File: src/rtl/sa_pkg.sv
// Shared types and helpers for the systolic-array sequencer.
// Holds the operand lane width, the sequencer state encoding and a
// ceil-log2 helper used to size the drain down-counter.
package sa_pkg;

    localparam int DW = 64;

    typedef enum logic [2:0] {
        ST_IDLE    = 3'd0,
        ST_CLEAR   = 3'd1,
        ST_PRELOAD = 3'd2,
        ST_FEED    = 3'd3,
        ST_DRAIN   = 3'd4,
        ST_DONE    = 3'd5
    } sa_state_e;

    // Smallest w such that 2**w >= value (returns 1 for value <= 2).
    function automatic int clog2(input int value);
        int w;
        w = 1;
        for (int i = 1; i < 31; i++) begin
            if ((32'sd1 << i) < value) begin
                w = i + 1;
            end else begin
                w = w;
            end
        end
        return w;
    endfunction

endpackage

File: src/rtl/sa_skew_line.sv
// One diagonal-skew delay line: DEPTH register stages carrying a data word
// and its valid bit. The output is forced to zero whenever the last stage
// holds a bubble, so the array never accumulates stale buffer contents.
module sa_skew_line
    import sa_pkg::*;
#(
    parameter int DEPTH = 1
) (
    input  logic          clk,
    input  logic          rst_n,
    input  logic [DW-1:0] data_i,
    input  logic          valid_i,
    output logic [DW-1:0] data_o
);

    logic [DW-1:0]    data_q [DEPTH];
    logic [DEPTH-1:0] valid_q;

    // Shift data and valid one stage per clock; everything clears on reset.
    always_ff @(posedge clk or negedge rst_n) begin
        if (!rst_n) begin
            for (int i = 0; i < DEPTH; i++) begin
                data_q[i] <= '0;
            end
            valid_q <= '0;
        end else begin
            data_q[0]  <= data_i;
            valid_q[0] <= valid_i;
            for (int i = 1; i < DEPTH; i++) begin
                data_q[i]  <= data_q[i-1];
                valid_q[i] <= valid_q[i-1];
            end
        end
    end

    // Drive zero for bubbles so they contribute nothing to the MACs.
    always_comb begin
        if (valid_q[DEPTH-1]) begin
            data_o = data_q[DEPTH-1];
        end else begin
            data_o = '0;
        end
    end

endmodule

File: src/rtl/sa_array_ctrl.sv
// Sequencer for an MxN systolic array. Accepts a start with inner
// dimension K, clears the accumulators, optionally strobes a weight
// preload, streams K operand vectors out of the A/B buffers, skews them
// diagonally onto the array edges, waits out the pipeline and pulses done.
// Control outputs are registered from the next-state value so they line up
// with the state they describe.
// Optional feature macro: SA_ARRAY_CTRL_PERF_EN adds a saturating
// busy-cycle counter on output perf_cycles.
module sa_array_ctrl
    import sa_pkg::*;
#(
    parameter int M   = 3,
    parameter int N   = 3,
    parameter int K_W = 8
) (
    input  logic            clk,
    input  logic            reset,
    input  logic            start,
    input  logic [K_W-1:0]  k_len,
    input  logic            mode_os,
    output logic            busy,
    output logic            done,
    output logic            rd_en,
    output logic [K_W-1:0]  rd_idx,
    input  logic [DW*M-1:0] a_rd_data,
    input  logic [DW*N-1:0] b_rd_data,
    output logic [DW*M-1:0] sa_in_left,
    output logic [DW*N-1:0] sa_in_top,
    output logic            sa_clear,
    output logic            sa_output_stationary,
    output logic            sa_preload_valid
`ifdef SA_ARRAY_CTRL_PERF_EN
    ,
    output logic [31:0]     perf_cycles
`endif
);

    localparam int                DRN_W    = clog2(M + N + 1);
    localparam logic [DRN_W-1:0]  DRN_LOAD = DRN_W'(M + N - 1);

    sa_state_e        state_q, state_d;
    logic [K_W-1:0]   k_len_q, k_len_d;
    logic             mode_q, mode_d;
    logic [K_W-1:0]   rd_idx_q, rd_idx_d;
    logic [DRN_W-1:0] drn_q, drn_d;
    logic             busy_q, done_q, rd_en_q, clear_q, preload_q;
    logic             rd_vld_q;
    logic             accept_s;

    assign accept_s = (state_q == ST_IDLE) && start;

    // Next-state and datapath-register update logic for the sequencer.
    always_comb begin
        state_d  = state_q;
        k_len_d  = k_len_q;
        mode_d   = mode_q;
        rd_idx_d = K_W'(0);
        drn_d    = drn_q;
        case (state_q)
            ST_IDLE: begin
                if (start) begin
                    state_d = ST_CLEAR;
                    k_len_d = k_len;
                    mode_d  = mode_os;
                end else begin
                    state_d = ST_IDLE;
                end
            end
            ST_CLEAR: begin
                if (k_len_q == K_W'(0)) begin
                    state_d = ST_DONE;
                end else if (!mode_q) begin
                    state_d = ST_PRELOAD;
                end else begin
                    state_d = ST_FEED;
                end
            end
            ST_PRELOAD: begin
                state_d = ST_FEED;
            end
            ST_FEED: begin
                if (rd_idx_q == (k_len_q - K_W'(1))) begin
                    state_d = ST_DRAIN;
                    drn_d   = DRN_LOAD;
                end else begin
                    state_d  = ST_FEED;
                    rd_idx_d = rd_idx_q + K_W'(1);
                end
            end
            ST_DRAIN: begin
                if (drn_q == DRN_W'(0)) begin
                    state_d = ST_DONE;
                end else begin
                    drn_d = drn_q - DRN_W'(1);
                end
            end
            ST_DONE: begin
                state_d = ST_IDLE;
            end
            default: begin
                state_d = ST_IDLE;
            end
        endcase
    end

    // State, latched operation parameters and counters.
    always_ff @(posedge clk or negedge reset) begin
        if (!reset) begin
            state_q  <= ST_IDLE;
            k_len_q  <= K_W'(0);
            mode_q   <= 1'b1;
            rd_idx_q <= K_W'(0);
            drn_q    <= DRN_W'(0);
        end else begin
            state_q  <= state_d;
            k_len_q  <= k_len_d;
            mode_q   <= mode_d;
            rd_idx_q <= rd_idx_d;
            drn_q    <= drn_d;
        end
    end

    // Registered control strobes decoded from the upcoming state.
    always_ff @(posedge clk or negedge reset) begin
        if (!reset) begin
            busy_q    <= 1'b0;
            done_q    <= 1'b0;
            rd_en_q   <= 1'b0;
            clear_q   <= 1'b0;
            preload_q <= 1'b0;
            rd_vld_q  <= 1'b0;
        end else begin
            busy_q    <= (state_d != ST_IDLE);
            done_q    <= (state_d == ST_DONE);
            rd_en_q   <= (state_d == ST_FEED);
            clear_q   <= (state_d == ST_CLEAR);
            preload_q <= (state_d == ST_PRELOAD);
            rd_vld_q  <= rd_en_q;
        end
    end

    assign busy                 = busy_q;
    assign done                 = done_q;
    assign rd_en                = rd_en_q;
    assign rd_idx               = rd_idx_q;
    assign sa_clear             = clear_q;
    assign sa_output_stationary = mode_q;
    assign sa_preload_valid     = preload_q;

    // Left-edge skew: lane r is delayed r+1 cycles behind the buffer data.
    for (genvar r = 0; r < M; r++) begin : g_left
        sa_skew_line #(.DEPTH(r + 1)) u_line (
            .clk     (clk),
            .rst_n   (reset),
            .data_i  (a_rd_data[DW*r +: DW]),
            .valid_i (rd_vld_q),
            .data_o  (sa_in_left[DW*r +: DW])
        );
    end

    // Top-edge skew: lane c is delayed c+1 cycles behind the buffer data.
    for (genvar c = 0; c < N; c++) begin : g_top
        sa_skew_line #(.DEPTH(c + 1)) u_line (
            .clk     (clk),
            .rst_n   (reset),
            .data_i  (b_rd_data[DW*c +: DW]),
            .valid_i (rd_vld_q),
            .data_o  (sa_in_top[DW*c +: DW])
        );
    end

`ifdef SA_ARRAY_CTRL_PERF_EN
    logic [31:0] perf_q;

    // Busy-cycle counter: cleared on acceptance, saturates, holds when idle.
    always_ff @(posedge clk or negedge reset) begin
        if (!reset) begin
            perf_q <= 32'd0;
        end else if (accept_s) begin
            perf_q <= 32'd0;
        end else if ((state_q != ST_IDLE) && (perf_q != 32'hFFFF_FFFF)) begin
            perf_q <= perf_q + 32'd1;
        end else begin
            perf_q <= perf_q;
        end
    end

    assign perf_cycles = perf_q;
`else
    logic unused_accept_s;
    assign unused_accept_s = accept_s;
`endif

endmodule

File: config.mk
export PLATFORM = sky130hd
export DESIGN_NAME = sa_array_ctrl
export DESIGN_NICKNAME = d
export VERILOG_FILES = /design/src/rtl/sa_pkg.sv /design/src/rtl/sa_skew_line.sv /design/src/rtl/sa_array_ctrl.sv
export SDC_FILE = /design/constraint.sdc
export NUM_CORES = 1
export LEC_CHECK = 0
export CORE_AREA = 2 2 310 312
export DETAILED_ROUTE_END_ITERATION = 10
export DIE_AREA = 0 0 312 314
export PLACE_DENSITY = 0.58
export SYNTH_ARGS = -nofsm -noshare
export SYNTH_HDL_FRONTEND = slang
export SYNTH_SLANG_ARGS = --single-unit
File: constraint.sdc
create_clock -name clk -period 2.4 [get_ports clk]
set_input_delay 0.24 -clock clk [delete_from_list [all_inputs] [get_ports clk]]
set_output_delay 0.24 -clock clk [all_outputs]
set_load 0.02 [all_outputs]
==> flow_summary_export.csv <==
group,metric,value,unit
finish,fin_nets,2991,
timing,max_slew_margin,0.658,
route,wl_per_cell,17.9,µm
finish,multi_input_area,3190,µm²
route,ant_nets,0,
global_route,grt_pass1_wl,105000,µm
die,die_height,314,µm
die,start_util,0.248,
power,ir_drop,0.000640,V
synthesis,syn_area,23400,µm²
synthesis,async_flop_share,1.00,
timing,holdWs,56.2,ps
worst_setup_path,crit_path_start_kind,"flip-flop",
die,die_w,312,µm
worst_setup_path,crit_arrival,2080,ps
worst_setup_path,cp_slowest_cell,"clkdlybuf4s50_1",
worst_setup_path,critical_path_buf_inv_count,2,
worst_setup_path,crit_chain,"buf_12, and2_1, clkdlybuf4s50_1",
clock_network,cts-root-buf,"clkbuf_16",
power,intPower,26.6,mW
die,core_area,94400,µm²
route,wl,70100,µm
timing,finalSetupTns,0,ps
worst_setup_path,critPathMaxStageDelay,660,ps
timing,slew_violations,0,
place,dp_hpwl,48700,µm
route,drt_iter0_drc,838,
clock_network,numCtsBuffers,86,
route,vias_per_cell,3.80,
clock_network,cts_buffer_depth,3,
worst_setup_path,cpLargestDelayFamily,"buffers and inverters",
outcome,outcome,"completed",
clock_network,clock_latency,660,ps
place,pre_cts_ws,346,ps
synthesis,synth_edf_count,0,
route,met2_length,35900,µm
synthesis,synthFlopType,"dfrtp_1",
global_route,antenna_found_initial,20,
die,die_area,98000,µm²
power,combinationalPowerShare,0.274,
power,pwr-share-clk,0.341,
worst_setup_path,crit_fanout,38,
worst_setup_path,required,2160,ps
synthesis,seq_area_frac_synth,0.855,
power,leakagePower,18.3,nW
finish,fillers,8643,
clock_network,clk_pin_slew,60,ps
global_route,grt_pass1_vias,17200,
place,routabilityCongestion,0.895,
synthesis,synth_seq_cells,800,
place,placed_area,33300,µm²
die,ioPinCount,794,
power,p_seq_frac,0.385,
finish,drive_gt1_frac,0.0773,
clock_network,clock-sinks,800,
route,drt_first_pass_iters,4,
finish,regArea,20000,µm²
die,num_rows,113,
synthesis,avgSynthCellArea,17.4,µm²
route,met3_length,5050,µm
timing,tightest_slew,514,ps
synthesis,syn-instance-count,1349,
flow_run,max_cap_violations,0,
global_route,grt_max_degree,88,
timing,period_needed,2320,ps
synthesis,syn_nets,1750,
clock_network,cts_tree,"built",
finish,area_delta_synth_final,68.7,%
timing,finalSetupViolCount,0,
timing,period_share,0.966,
route,wl_met1,26900,µm
finish,final_area,39500,µm²
route,drc,0,
power,p_switching,11.9,mW
clock_network,cts_max_level,3,
timing,rsz0062_at_grt,"true",
worst_setup_path,endpoint_kind,"output port",
min_path,hp-class,"in -> reg",
power,switching_share,0.308,
route,dr.max_layer_used,"met5",
synthesis,yosys_warnings,0,
power,p_per_area,974,nW/µm²
timing,hold_viol,0,
worst_setup_path,critPathKind,"reg -> out",
synthesis,synth_cell_type_count,40,
timing,finalClockSkew,25.4,ps
timing,max_freq,431,MHz
global_route,grt_overflow,0,
timing,setup_ws,81.6,ps
route,num_vias,14900,
place,portBuffers,793,
global_route,track_usage,0.143,
-- registers in the layout, indices dropped and copies added, names as in the netlist --
signal                 count
busy                       1
rd_idx                     8
g_left.u_line.data_q     384
rd_en                      1
rd_vld_q                   1
g_left.u_line.valid_q      1
state_q                    3
sa_output_stationary       1
done                       1
g_top.u_line.data_q      384
k_len_q                    8
sa_preload_valid           1
sa_clear                   1
g_top.u_line.valid_q       2
drn_q                      3
-- final cells by class --
type | instances | share of cell area
flip-flops and latches | 800 | 0.507
repair buffers | 1200 | 0.299
multi-input cells | 496 | 0.0808
clock buffers | 116 | 0.0609
well taps | 1265 | 0.0401
clock inverters | 35 | 0.0112
inverters | 6 | 0.000570
diodes | 6 | 0.000380
-- per-layer routing --
metal | vias to the layer above | track usage
met4 | 14 | 0.0603
met5 | - | 0
met2 | 514 | 0.247
li1 | 6675 | -
met1 | 7572 | 0.168
met3 | 131 | 0.0406
-- metrics by stage --
stage / utilization / power [mW] / cells
2_1_floorplan: - / 19.9 / 1349
3_3_place_gp: 0.352 / 25.9 / 3404
3_5_place_dp: 0.352 / 26.0 / 3404
4_1_cts: 0.417 / 39.1 / 3918
5_1_grt: 0.418 / 40.3 / 3919
6_report: 0.418 / 38.5 / 3924
-- cells by family after synthesis --
| group | share of synthesized area |
|---|---|
| AND/OR/NAND/NOR | 0.118 |
| AO/OA/AOI/OAI | 0.00524 |
| XOR/XNOR | 0.00673 |
| multiplexers | 0.00379 |
| buffers and inverters | 0.00892 |
| flip-flops | 0.855 |
| adder cells (fa/ha/maj) | 0.00267 |
-- layout by cell type, fill, tap and decap left out, types with 6 or more instances in the layout --
cell / n
nand2_1: 12
buf_4: 31
nor2_1: 14
clkdlybuf4s50_1: 438
o21ai_0: 6
xor2_1: 7
clkbuf_16: 86
clkbuf_8: 14
dlygate4sd2_1: 322
buf_12: 14
nand3_1: 7
clkbuf_1: 16
dfrtp_1: 796
inv_1: 6
clkinv_2: 13
dlymetal6s2s_1: 29
xnor2_1: 11
dlygate4sd3_1: 360
diode_2: 6
mux2_2: 7
and2_1: 384
-- timing repair --
| item | CTS | global route |
|---|---|---|
| endpoints found under the setup margin | 338 | 30 |
| hold endpoints to repair | 577 | 0 |
| resized for setup | 327 | 29 |
| setup buffers | 1 | 0 |
| hold buffers | 360 | 0 |
| gates cloned | 2 | 0 |
-- synthesized netlist by cell type, types with 2 or more instances --
cell type  instances  area share
and2_1           384        0.10
a211oi_1           2     0.00064
and3_1             2     0.00053
inv_1              6     0.00096
mux2_2             7      0.0034
nor2_1            14      0.0022
clkbuf_1          44      0.0071
nand3b_1           3     0.00096
dfrtp_1          799        0.85
nor4_4             2      0.0018
xor2_1             7      0.0026
nand2b_1           4      0.0011
nor3_1             4     0.00086
ha_1               5      0.0027
nand3_1            7      0.0015
a21oi_1            5      0.0011
a31o_1             2     0.00075
nand2_1           12      0.0019
o21ai_0            6      0.0013
nor2_2             3     0.00080
xnor2_1           11      0.0041
nand4_1            2     0.00053
-- power by group through the flow --
stage | Clock, mW | Combinational [mW] | Sequential (mW)
final | 13.1 | 10.5 | 14.8
after global routing | 14.2 | 11.2 | 14.9
after CTS | 13.5 | 10.7 | 14.8
after detailed placement | 0 | 11.0 | 15.1
after global placement | 0 | 10.9 | 15.0
after floorplan | 0 | 5.00 | 14.9
-- path summary, 6_finish.rpt --
| check | start | to | slack (ps) | cells after the start |
|---|---|---|---|---|
| max in group asynchronous | reset | g_left[1].u_line.data_q[69] | 1370 | 4 |
| hold reg to reg | g_top[1].u_line.data_q[98] | g_top[1].u_line.data_q[34] | 330 | 0 |
| setup / recovery | g_top[2].u_line.valid_q[0] | sa_in_top[33] | 80 | 3 |
| setup reg to reg | k_len_q[1] | rd_en | 300 | 8 |
| min in group asynchronous | reset | g_top[1].u_line.data_q[78] | 160 | 2 |
| hold / removal | a_rd_data[22] | g_left[0].u_line.data_q[22] | 60 | 1 |
Note: power is estimated with default switching activity, not from simulation.
